### src/rtl/branch_defs.sv
// Shared branch definitions: funct3 codes, sequencer state encoding, taken decode.
package branch_defs;

  localparam logic [2:0] F3_BEQ  = 3'b000;
  localparam logic [2:0] F3_BNE  = 3'b001;
  localparam logic [2:0] F3_BLT  = 3'b100;
  localparam logic [2:0] F3_BGE  = 3'b101;
  localparam logic [2:0] F3_BLTU = 3'b110;
  localparam logic [2:0] F3_BGEU = 3'b111;

  typedef enum logic [1:0] {
    ST_IDLE = 2'd0,
    ST_RUN  = 2'd1,
    ST_DONE = 2'd2
  } state_t;

  // funct3 values 010 and 011 are not branches
  function automatic logic f3_illegal(input logic [2:0] f3);
    return (f3[2:1] == 2'b01);
  endfunction

  // Taken decision from the equality / less-than flags; illegal codes never take
  function automatic logic branch_taken(input logic [2:0] f3, input logic eq, input logic lt);
    logic taken;
    taken = 1'b0;
    case (f3)
      F3_BEQ:           taken = eq;
      F3_BNE:           taken = ~eq;
      F3_BLT, F3_BLTU:  taken = lt;
      F3_BGE, F3_BGEU:  taken = ~lt;
      default:          taken = 1'b0;
    endcase
    return taken;
  endfunction

endpackage

### src/rtl/branch_chunk_cmp.sv
// Unsigned equality / less-than compare of one operand chunk.
module branch_chunk_cmp #(
  parameter int unsigned W = 8
) (
  input  logic [W-1:0] a,
  input  logic [W-1:0] b,
  output logic         eq,
  output logic         lt
);

  assign eq = (a == b);
  assign lt = (a < b);

endmodule

### src/rtl/branch_comp_seq.sv
// Multi-cycle branch comparator: MSB-chunk-first compare with optional early exit.
module branch_comp_seq
  import branch_defs::*;
#(
  parameter int unsigned XLEN       = 32,
  parameter int unsigned CHUNK      = 8,
  parameter bit          EARLY_EXIT = 1'b1
) (
  input  logic            clk,
  input  logic            rst_n,
  input  logic            flush,
  input  logic            in_valid,
  output logic            in_ready,
  input  logic [XLEN-1:0] a,
  input  logic [XLEN-1:0] b,
  input  logic [2:0]      funct3,
  output logic            out_valid,
  input  logic            out_ready,
  output logic            br_eq,
  output logic            br_lt,
  output logic            br_taken,
  output logic            illegal
);

  localparam int unsigned N  = XLEN / CHUNK;
  localparam int unsigned IW = (N > 1) ? $clog2(N) : 1;
  localparam logic [IW-1:0] IDX_LAST = IW'(N - 1);

  state_t          state_q, state_d;
  logic [XLEN-1:0] a_q, a_d, b_q, b_d;
  logic [2:0]      f3_q, f3_d;
  logic            eq_acc_q, eq_acc_d, lt_acc_q, lt_acc_d;
  logic [IW-1:0]   idx_q, idx_d;
  logic            live_q;
  logic            out_valid_d, br_eq_d, br_lt_d, br_taken_d, illegal_d;

  logic [CHUNK-1:0] a_chunk_c, b_chunk_c;
  logic             chunk_eq_c, chunk_lt_c;
  logic             eq_next_c, lt_next_c, accept_c;

  // Current chunk selected by idx
  assign a_chunk_c = CHUNK'(a_q >> (32'(idx_q) * CHUNK));
  assign b_chunk_c = CHUNK'(b_q >> (32'(idx_q) * CHUNK));

  branch_chunk_cmp #(.W(CHUNK)) u_chunk_cmp (
    .a  (a_chunk_c),
    .b  (b_chunk_c),
    .eq (chunk_eq_c),
    .lt (chunk_lt_c)
  );

  // Combinational so it drops inside a flush cycle and while reset is asserted
  assign in_ready = live_q & (state_q == ST_IDLE) & ~flush;
  assign accept_c = in_valid & in_ready;

  // Accumulated flags including the chunk under compare; lt is fixed by the first difference
  assign eq_next_c = eq_acc_q & chunk_eq_c;
  assign lt_next_c = (eq_acc_q & ~chunk_eq_c) ? chunk_lt_c : lt_acc_q;

  // Next-state and next-output decode
  always_comb begin
    state_d     = state_q;
    a_d         = a_q;
    b_d         = b_q;
    f3_d        = f3_q;
    eq_acc_d    = eq_acc_q;
    lt_acc_d    = lt_acc_q;
    idx_d       = idx_q;
    out_valid_d = out_valid;
    br_eq_d     = br_eq;
    br_lt_d     = br_lt;
    br_taken_d  = br_taken;
    illegal_d   = illegal;

    case (state_q)
      ST_IDLE: begin
        if (accept_c) begin
          // Flipping the sign bits turns signed order into unsigned chunk order
          a_d            = a;
          b_d            = b;
          a_d[XLEN-1]    = a[XLEN-1] ^ ~funct3[1];
          b_d[XLEN-1]    = b[XLEN-1] ^ ~funct3[1];
          f3_d           = funct3;
          eq_acc_d       = 1'b1;
          lt_acc_d       = 1'b0;
          idx_d          = IDX_LAST;
          state_d        = ST_RUN;
        end
      end
      ST_RUN: begin
        eq_acc_d = eq_next_c;
        lt_acc_d = lt_next_c;
        if ((EARLY_EXIT && !chunk_eq_c) || (idx_q == '0)) begin
          state_d     = ST_DONE;
          out_valid_d = 1'b1;
          br_eq_d     = eq_next_c;
          br_lt_d     = lt_next_c;
          illegal_d   = f3_illegal(f3_q);
          br_taken_d  = branch_taken(f3_q, eq_next_c, lt_next_c);
        end else begin
          idx_d = idx_q - IW'(1);
        end
      end
      ST_DONE: begin
        if (out_ready) begin
          state_d     = ST_IDLE;
          idx_d       = '0;
          out_valid_d = 1'b0;
          br_eq_d     = 1'b0;
          br_lt_d     = 1'b0;
          br_taken_d  = 1'b0;
          illegal_d   = 1'b0;
        end
      end
      default: state_d = ST_IDLE;
    endcase

    if (flush) begin
      state_d     = ST_IDLE;
      idx_d       = '0;
      out_valid_d = 1'b0;
      br_eq_d     = 1'b0;
      br_lt_d     = 1'b0;
      br_taken_d  = 1'b0;
      illegal_d   = 1'b0;
    end
  end

  // State, datapath and output registers
  always_ff @(posedge clk or negedge rst_n) begin
    if (!rst_n) begin
      state_q   <= ST_IDLE;
      a_q       <= '0;
      b_q       <= '0;
      f3_q      <= '0;
      eq_acc_q  <= 1'b0;
      lt_acc_q  <= 1'b0;
      idx_q     <= '0;
      live_q    <= 1'b0;
      out_valid <= 1'b0;
      br_eq     <= 1'b0;
      br_lt     <= 1'b0;
      br_taken  <= 1'b0;
      illegal   <= 1'b0;
    end else begin
      state_q   <= state_d;
      a_q       <= a_d;
      b_q       <= b_d;
      f3_q      <= f3_d;
      eq_acc_q  <= eq_acc_d;
      lt_acc_q  <= lt_acc_d;
      idx_q     <= idx_d;
      live_q    <= 1'b1;
      out_valid <= out_valid_d;
      br_eq     <= br_eq_d;
      br_lt     <= br_lt_d;
      br_taken  <= br_taken_d;
      illegal   <= illegal_d;
    end
  end

endmodule
### config.mk
export PLATFORM = sky130hd
export DESIGN_NAME = branch_comp_seq
export DESIGN_NICKNAME = d
export VERILOG_FILES = /design/src/rtl/branch_defs.sv /design/src/rtl/branch_chunk_cmp.sv /design/src/rtl/branch_comp_seq.sv
export SDC_FILE = /design/constraint.sdc
export NUM_CORES = 1
export LEC_CHECK = 0
export CAP_MARGIN = 20
export CORE_AREA = 2 2 107 109
export CTS_BUF_LIST = sky130_fd_sc_hd__clkbuf_2 sky130_fd_sc_hd__clkbuf_4 sky130_fd_sc_hd__clkbuf_8
export CTS_CLUSTER_DIAMETER = 100
export CTS_CLUSTER_SIZE = 14
export DETAILED_ROUTE_END_ITERATION = 6
export DIE_AREA = 0 0 109 111
export DONT_BUFFER_PORTS = 1
export MAX_ROUTING_LAYER = met4
export REMOVE_ABC_BUFFERS = 1
export SLEW_MARGIN = 20
export SYNTH_ARGS = -nofsm -noshare
export SYNTH_HDL_FRONTEND = slang
export SYNTH_SLANG_ARGS = --single-unit
### constraint.sdc
create_clock -name clk -period 4 [get_ports clk]
set_clock_uncertainty 0.1 [all_clocks]
set_input_delay 0.2 -clock clk [delete_from_list [all_inputs] [get_ports clk]]
set_output_delay 0.2 -clock clk [all_outputs]
set_load 0.05 [all_outputs]
==> results of run 1 <==
## path summary, 6_finish.rpt
path | from | endpoint | slack (ns) | depth (start not counted)
max | idx_q[0] | idx_q[0] | 0.81 | 8
min | out_ready | state_q[1] | 0.07 | 2
max reg2reg | idx_q[0] | idx_q[0] | 0.81 | 8
min reg2reg | a_q[25] | a_q[25] | 0.38 | 2
max in group asynchronous | rst_n | b_q[24] | 3.18 | 2
min in group asynchronous | rst_n | br_eq | 0.28 | 2
## layout make-up
type | count | area (um2)
clock buffer | 11 | 145.1
clock inverter | 5 | 81.33
fill | 1073 | 6271
inverter | 13 | 48.80
multi-input combinational | 282 | 1619
sequential | 79 | 1977
tap | 143 | 178.9
timing repair buffer | 75 | 755.7
## layer usage
layer / global-route usage, % / part of all wire, %
met5: - / 0
met4: 5.128 / 1.3
met3: 3.762 / 4.6
met2: 22.57 / 45
met1: 22.38 / 49
## critical path: cells and delay by family (launching register included)
family,cells,cell delay [ns]
mux,2,0.93
compound gates,2,0.73
flops,1,0.34
simple gates,2,0.34
buf+inv,1,0.31
fa+ha+maj,1,0.33
## where the power goes
part / leakage, nW / switching [mW] / total (mW) / internal [mW]
Sequential: 0.991 / 0.145 / 1.11 / 0.969
Clock: 0.113 / 0.294 / 0.670 / 0.376
Combinational: 1.22 / 0.320 / 0.643 / 0.323
## cell families (layout without fill, tap and decap cells)
group / count (synthesis) / after routing
DFF: 79 / 79
and+or+nand+nor: 226 / 226
buffers and inverters: 33 / 104
xor gates and xnor gates: 2 / 2
adders and majority gates: 9 / 9
muxes: 18 / 18
other: 1 / 1
AOI/OAI and AO/OA: 26 / 26
## state kept, by name, indices dropped and copies added (netlist names)
register	flops
eq_acc_q	1
out_valid	1
state_q	2
f3_q	3
br_eq	1
br_lt	1
br_taken	1
illegal	1
lt_acc_q	1
a_q	32
live_q	1
idx_q	2
b_q	32
## cell usage in the layout (no fill, tap or decap), types with 2 or more instances in the layout
cell	count
nor4_1	2
o21ai_0	6
mux2_2	2
nand2b_1	3
mux4_2	16
o2111ai_1	2
clkbuf_8	10
dfrtp_1	79
and4_1	2
ha_1	9
nor2_1	3
a21oi_1	4
xor2_1	2
nor2b_1	2
nand3_1	2
inv_1	13
a22o_1	2
nand4_1	2
nor4b_1	2
buf_4	5
dlygate4sd3_1	69
o31ai_1	4
nand2_1	201
bufinv_16	2
## what timing repair did
| action | CTS | global route |
|---|---|---|
| resized for setup | 0 | 0 |
| endpoints found under the hold margin | 148 | 0 |
| hold buffers | 70 | 0 |
## through the flow
step                worst slack (ns)  hold WS (ns)  cells  power (mW)
floorplan                     0.2105       -0.1956    374       1.550
global placement              0.8800       -0.1903    522       1.689
detailed placement            0.7845       -0.1908    522       1.703
CTS                           0.7798       0.04249    608       2.458
global route                  0.5406       0.07278    608       2.600
finish                        0.8116       0.06630    608       2.427
==> results.cfg, run 1 <==
[floorplanning]
die-area_um2 = 12100
core_area_um2 = 11080
rows = 39
die_w_um = 109
initial_utilization_pct = 33.64
io_pins = 78
die_y_um = 111

[route]
wire_per_inst_um = 14.12
postRouteAntennaNets = 0
initialDrtViolationCount = 163
firstDrtPassIters = 4
wl_um = 8584
dr_total_vias = 2836
route.detailed.drc = 0
post_drt_via_cell_ratio = 4.664

[synth]
syn_area_per_cell_um2 = 9.457
synth-seq-cells = 79
synth_area_um2 = 3726
synth_top_area_cell = dfrtp_1
synthFlopType = dfrtp_1
synth-compound-area-share_pct = 4.903
synth_cells = 394
yosys-mux-area-fraction_pct = 10.28
yosys-top-cells-area = dfrtp_1 (53%), nand2_1 (20%), mux4_2 (9.7%)
synth.top_cells.by_count = nand2_1 (202), dfrtp_1 (79), mux4_2 (16)
netlist.area_leader.share_pct = 53.06
yosysSeqAreaShare_pct = 53.06
synth-adder-area-share_pct = 3.022
synth.most_common_cell = nand2_1
synth-async-reset-ratio_pct = 100.0
ys_warn_count = 0
synth_top_family_by_area = simple AND/OR/NAND/NOR gates
synth_xor_area_share_pct = 0.4701
synth_simple_gate_area_share_pct = 24.58
synthDistinctLibCells = 36
synth_edf_count = 0

[setup_path]
crit_type = flip-flop to flip-flop
cp.arrival_ns = 3.34
critPathMaxStageDelay_ns = 0.56
start_kind = flip-flop
crit_fanout = 19
crit_chain = buf_4 -> mux4_2 -> ha_1 -> nand4_1 -> o31ai_1 -> nand2_1 -> o31ai_2 -> mux2_2
cp_slowest_cell = mux4_2
cp.required_ns = 4.15
worst_setup_path_end_kind = flip-flop

[timing]
maxSlewViolCount = 0
finalHoldViolations = 0
slew-limit-headroom_pct = 58.94
setup_violations = 0
rsz0062_at_grt = false
finalSetupTns_ns = 0
fin_crit_sh_pct = 79.71
max_freq_mhz = 313.6
tightest_slew_ns = 0.6137
finalCriticalPeriod_ns = 3.188

[run]
max-cap-violations = 0

[power_and_ir_drop]
power_density_nw_per_um2 = 505.1
ir_drop_v = 0.0002103
power_leakage_nw = 2.327

[cts]
cts.clk_slew.worst_paths_ns = 0.09
cts_max_path_buffers = 2
h-tree-depth = 3
cts_root_buf = clkbuf_8
clock_latency_ns = 0.36
cts_buffers = 9
cts_tree = built
clkSinkCount = 79
postCtsSetupBuffers = 0

[layout]
area_growth_pct = 28.98
final_layout_size_suffix_gt1_share_pct = 9.677
fin_area_um2 = 4806
final_nets = 541
antenna_cells = 0
final_core_util_pct = 43.39

[hold_path]
hp-class = input port to flip-flop

[status]
status = finished clean

[placement]
io_buffer_count = 0
hpwl_um = 5767
routabilityCongestion = 0.7870
place_area_um2 = 3861

[global_routing]
grt_start_max_net_pins = 80
grt_usage_pct = 15.86
grt_first_pass_wirelength_um = 14520
grt_overflow = 0
antenna_found_initial = 0
grt_pass1_vias = 2909
No activity file was read; power rests on OpenSTA's default activity.
==> inputs of run 2 (changes only) <==
- ABC_AREA: unset -> 1
- CORE_AREA: 2 2 107 109 -> 2 2 108 110
- DIE_AREA: 0 0 109 111 -> 0 0 110 112
- clock period: 4 -> 3.2 ns (I/O delays scaled with it)
==> results.cfg, run 2 <==
[power_and_ir_drop]
ir_drop_v = 0.0002155
swShare_pct = 31.68
power_leakage_nw = 2.438
p_sw_mw = 0.8577
power_density_nw_per_um2 = 560.0
pwr-share-comb_pct = 24.0
seq_power_share_pct = 48.7
p_int_mw = 1.850
power.share.clock_pct = 27.3

[route]
firstDrtPassIters = 4
wire_per_inst_um = 13.21
route.layer.met1.wl_um = 4552
route.detailed.drc = 0
dr_total_vias = 3265
postRouteAntennaNets = 0
initialDrtViolationCount = 176
wl_um = 9207
highest_layer = met4
wl_met3_um = 431
post_drt_via_cell_ratio = 4.684
dr_wl_met2_um = 4105

[timing]
fin_crit_sh_pct = 81.45
rsz0062_at_grt = false
tightest_slew_ns = 0.6833
finalCriticalPeriod_ns = 2.606
slew-limit-headroom_pct = 54.45
finalSetupTns_ns = 0
max_freq_mhz = 383.7
finalHoldViolations = 0
setup_violations = 0
maxSlewViolCount = 0

[setup_path]
cp.arrival_ns = 2.76
start_kind = flip-flop
timing.rr.end = idx_q[1]
r2r_setup_slack_ns = 0.59
cp.required_ns = 3.35
crit_chain = inv_2 -> a21oi_1 -> a32o_1 -> ha_1 -> nand2_1 -> nor2_1 -> nand2_1 -> nor2_1 -> inv_1 -> nand2_2 -> o211ai_2 -> nand2_1 -> o21ai_1
cp_slowest_cell = dfrtp_1
crit_fanout = 25
rr_worst_depth = 13
timing.rr.start = idx_q[1]
critPathBufInv = 2
critPathMaxStageDelay_ns = 0.52
crit_type = flip-flop to flip-flop
worst_setup_path_end_kind = flip-flop
crit_top_cell = nand2_1
cp_top_family = simple AND/OR/NAND/NOR gates

[layout]
final_layout_size_suffix_gt1_share_pct = 5.596
layout_common_cells = nand2_1 (256), dfrtp_1 (79), dlygate4sd3_1 (70)
final_common_cell = nand2_1
fin_cells = 697
reg_top3 = a_q: 32 flops, b_q: 32 flops, f3_q: 3 flops
antenna_cells = 0
fin_area_um2 = 4835
fill_cells = 1123
area_growth_pct = 27.02
final_nets = 631

[cts]
clock_latency_ns = 0.36
cts_max_path_buffers = 2
cts_tree = built
cts.clk_slew.worst_paths_ns = 0.09
post_cts_resized = 0
clkSinkCount = 79
h-tree-depth = 3
cts_root_buf = clkbuf_8
cts_buffers = 9

[synth]
yosys-top-cells-area = dfrtp_1 (52%), nand2_1 (25%), o21ai_0 (3.3%)
syn_area_per_cell_um2 = 7.816
synth.most_common_cell = nand2_1
synth-async-reset-ratio_pct = 100.0
synthDistinctLibCells = 26
ys_warn_count = 0
synth_area_um2 = 3806
synth_edf_count = 0
yosysSeqAreaShare_pct = 51.94
synthFlopType = dfrtp_1
netlist.area_leader.share_pct = 51.94
synth_cells = 487
synth_top_area_cell = dfrtp_1
synth-seq-cells = 79
synth.top_cells.by_count = nand2_1 (256), dfrtp_1 (79), nor2_1 (25), o21ai_0 (25), inv_1 (17)

[hold_path]
holdPathEnd = a_q[15]
whs_path_depth = 4
hp-class = input port to flip-flop
min_from = in_valid

[floorplanning]
initial_utilization_pct = 34.06
die_w_um = 110
rows = 39
core_area_um2 = 11170
die_y_um = 112
io_pins = 78
die-area_um2 = 12320

[global_routing]
grt_usage_pct = 16.62
grt_start_max_net_pins = 80
antenna_found_initial = 0
grt_overflow = 0
grt_first_pass_wirelength_um = 15400
grt_pass1_vias = 3202

[status]
status = finished clean

[placement]
dp_cells = 611
io_buffer_count = 0
routabilityCongestion = 0.7648
place_area_um2 = 3910
hpwl_um = 6269

[run]
max-cap-violations = 0
run 2: layer usage:
| metal | track usage (%) | up-vias |
|---|---|---|
| li1 | - | 1660 |
| met2 | 24.46 | 73 |
| met3 | 3.689 | 9 |
| met4 | 5.063 | 0 |
| met5 | - | - |
| met1 | 22.84 | 1523 |
run 2: logic make-up after synthesis:
family / synth area share (%)
AOI/OAI and AO/OA: 9.566
buffers and inverters: 5.260
adders and majority gates: 2.959
and+or+nand+nor: 29.72
xor gates and xnor gates: 0.4603
other: 0.09852
DFF: 51.94
run 2: cell type report:
type | instances | area [um2] | area share [%]
Sequential cell | 79 | 1977 | 40.89
Multi-Input combinational cell | 364 | 1629 | 33.70
Timing Repair Buffer | 76 | 778.2 | 16.10
Tap cell | 143 | 178.9 | 3.701
Clock buffer | 10 | 137.6 | 2.847
Inverter | 20 | 75.07 | 1.553
Clock inverter | 5 | 58.81 | 1.216
run 2: power by group through the flow:
stage                     combinational (mW)  clock, mW  sequential [mW]
after floorplan                        0.443          0             1.29
after global placement                 0.547          0             1.34
after detailed placement               0.561          0             1.34
after CTS                              0.661      0.764             1.32
after global routing                   0.772      0.799             1.34
final                                  0.649      0.738             1.32
run 2: worst reg2reg max path: cells and delay by family, from the launching register on:
| family | cells | cell delay (ns) |
|---|---|---|
| AOI/OAI and AO/OA | 4 | 0.50 |
| DFF | 1 | 0.52 |
| buffers and inverters | 2 | 0.43 |
| adders and majority gates | 1 | 0.29 |
| and+or+nand+nor | 6 | 0.66 |
run 2: worst max path at each step:
stage                     startpoint        to  cells past startpoint
after global placement      idx_q[1]  idx_q[1]                     13
after CTS                   idx_q[1]  idx_q[0]                     13
after global routing        idx_q[1]  idx_q[0]                     13
after detailed placement    idx_q[1]  idx_q[1]                     13
after floorplan             idx_q[0]  idx_q[0]                     13
final                       idx_q[1]  idx_q[1]                     13
run 2: per-stage QoR:
stage | hold slack [ns] | power [mW] | setup WS [ns] | utilization (%)
2_1_floorplan | -0.2356 | 1.735 | 0.2693 | -
3_3_place_gp | -0.2310 | 1.886 | 0.6881 | 34.99
3_5_place_dp | -0.2316 | 1.897 | 0.5883 | 34.99
4_1_cts | 0.1309 | 2.746 | 0.5619 | 43.27
5_1_grt | 0.1852 | 2.914 | 0.3344 | 43.27
6_report | 0.1602 | 2.707 | 0.5935 | 43.27
run 2: what timing repair did:
action                                  CTS  global route
hold buffers                             71             0
setup buffers                             0             0
endpoints found under the setup margin    0             0
endpoints found under the hold margin   154             0
==> inputs of run 3 (changes only) <==
- clock period: 3.2 -> 2.14 ns (I/O delays scaled with it)
==> results.cfg, run 3 (synthesis results as in run 2) <==
[timing]
maxSlewViolCount = 0
max_freq_mhz = 436.5
tightest_slew_ns = 0.5127
setup_ws_ns = -0.1509
slew-limit-headroom_pct = 65.82
setup_violations = 8
finalCriticalPeriod_ns = 2.291
finalHoldViolations = 0
rsz0062_at_grt = true
fin_crit_sh_pct = 107.1

[layout]
layout_common_cells = nand2_1 (243), dlygate4sd3_1 (82), dfrtp_1 (78)
final_layout_size_suffix_gt1_share_pct = 13.04
fin_cells = 726
fill_cells = 1103
final_common_cell = nand2_1
reg_top3 = a_q: 32 flops, b_q: 32 flops, f3_q: 3 flops
area_growth_pct = 38.99
regArea_um2 = 1978
final_nets = 659
fin_area_um2 = 5290
antenna_cells = 0
multi_input_area_um2 = 1767

[placement]
routabilityCongestion = 0.7760
hpwl_um = 6433
place_area_um2 = 4000
io_buffer_count = 0
dp_cells = 623

[setup_path]
cp_top_family = simple AND/OR/NAND/NOR gates
start_kind = flip-flop
critPathBufInv = 3
rr_worst_depth = 14
cp.required_ns = 2.30
critPathMaxStageDelay_ns = 0.46
worst_setup_path_end_kind = flip-flop
cp_slowest_cell = dfrtp_2
crit_cells = 14
cp.arrival_ns = 2.45
crit_top_cell = nand2_2
crit_type = flip-flop to flip-flop
crit_chain = clkinv_4 -> buf_12 -> nand2_2 -> a32o_1 -> ha_1 -> nand2_2 -> nor2_4 -> nand2_4 -> nor2_2 -> inv_1 -> nand2_2 -> o211ai_2 -> nand2_1 -> o21ai_1
crit_fanout = 8

[route]
postRouteAntennaNets = 0
firstDrtPassIters = 4
post_drt_via_cell_ratio = 4.663
dr_total_vias = 3385
wl_um = 9955
initialDrtViolationCount = 168
wire_per_inst_um = 13.71
route.detailed.drc = 0

[power_and_ir_drop]
ir_drop_v = 0.0004631
power_density_nw_per_um2 = 831.1
power_leakage_nw = 2.606

[floorplanning]
initial_utilization_pct = 34.06
die_y_um = 112
rows = 39
core_area_um2 = 11170
die-area_um2 = 12320
io_pins = 78
die_w_um = 110

[hold_path]
hp-class = input port to flip-flop
whs_path_depth = 4

[global_routing]
grt_overflow = 0
antenna_found_initial = 0
grt_first_pass_wirelength_um = 15650
grt_pass1_vias = 3238
grt_usage_pct = 17.15
grt_start_max_net_pins = 80

[cts]
h-tree-depth = 3
cts.clk_slew.worst_paths_ns = 0.08
cts_root_buf = clkbuf_8
clock_latency_ns = 0.36
cts_buffers = 9
clkSinkCount = 79
cts_max_path_buffers = 2
cts_tree = built

[status]
failed_checks = negative setup slack
status = finished, violations left

[run]
max-cap-violations = 0
## run 3: cell types whose count changed in the layout (fill, tap and decap cells not counted), moves of 3 or more
| cell | delta |
|---|---|
| nand2_1 | -13 |
| dlygate4sd3_1 | +12 |
| nand2_2 | +10 |
| o21ai_0 | -10 |
| o21ai_1 | +9 |
| buf_4 | +8 |
| nor2_1 | -5 |
| buf_6 | +4 |
| nand2_4 | +3 |
| nor2_4 | +3 |
## run 3: area by class of cell
cell class	instances	share of cell area, %
flip-flops and latches	79	37.39
multi-input cells	364	33.40
repair buffers	104	20.58
well taps	143	3.382
clock buffers	12	2.886
inverters	20	1.514
clock inverters	4	0.8515
## run 3: what timing repair did
item                                    in CTS  in global routing
endpoints found under the setup margin      10                 11
buffers inserted                             2                  0
gates resized for setup                     22                 35
cloned                                       0                  2
hold buffers                                83                  0
pin swaps                                    1                 11
endpoints found under the hold margin      155                  0
## run 3: power by group
group	internal (mW)	switching [mW]
Combinational	0.612	0.676
Clock	0.592	0.544
Sequential	1.76	0.209
## run 3: through the flow
step                util [%]  total power [mW]  setup TNS [ns]  hold WS, ns  setup WS (ns)
detailed placement     35.80             2.874          -1.876      -0.2842        -0.2791
finish                 47.34             4.397         -0.8794      0.03177        -0.1509
global placement       35.80             2.856          -1.013      -0.2849        -0.1726
CTS                    45.85             4.260         -0.8583      0.02222        -0.1591
floorplan                  -             2.595          -6.794      -0.2886        -0.7907
global route           47.34             4.685          -2.482      0.06760        -0.3280
## run 3: final timing paths
| kind | slack (ns) | startpoint | endpoint |
|---|---|---|---|
| setup / recovery | -0.15 | idx_q[0] | idx_q[1] |
| max in group asynchronous | 1.40 | rst_n | a_q[8] |
| hold reg to reg | 0.38 | a_q[3] | a_q[3] |
| hold / removal | 0.03 | in_valid | a_q[30] |
| setup reg to reg | -0.15 | idx_q[0] | idx_q[1] |
| min in group asynchronous | 0.20 | rst_n | b_q[17] |
## run 3: per-layer routing
layer	global-route usage, %	wire length (um)
met5	-	0
met4	5.570	115
met3	4.567	402
met2	25.93	4718
met1	22.29	4718
## run 3: worst min-delay path, delay by kind of cell
kind | cells | cell delay [ns]
and+or+nand+nor | 3 | 0.22
buffers and inverters | 1 | 0.13
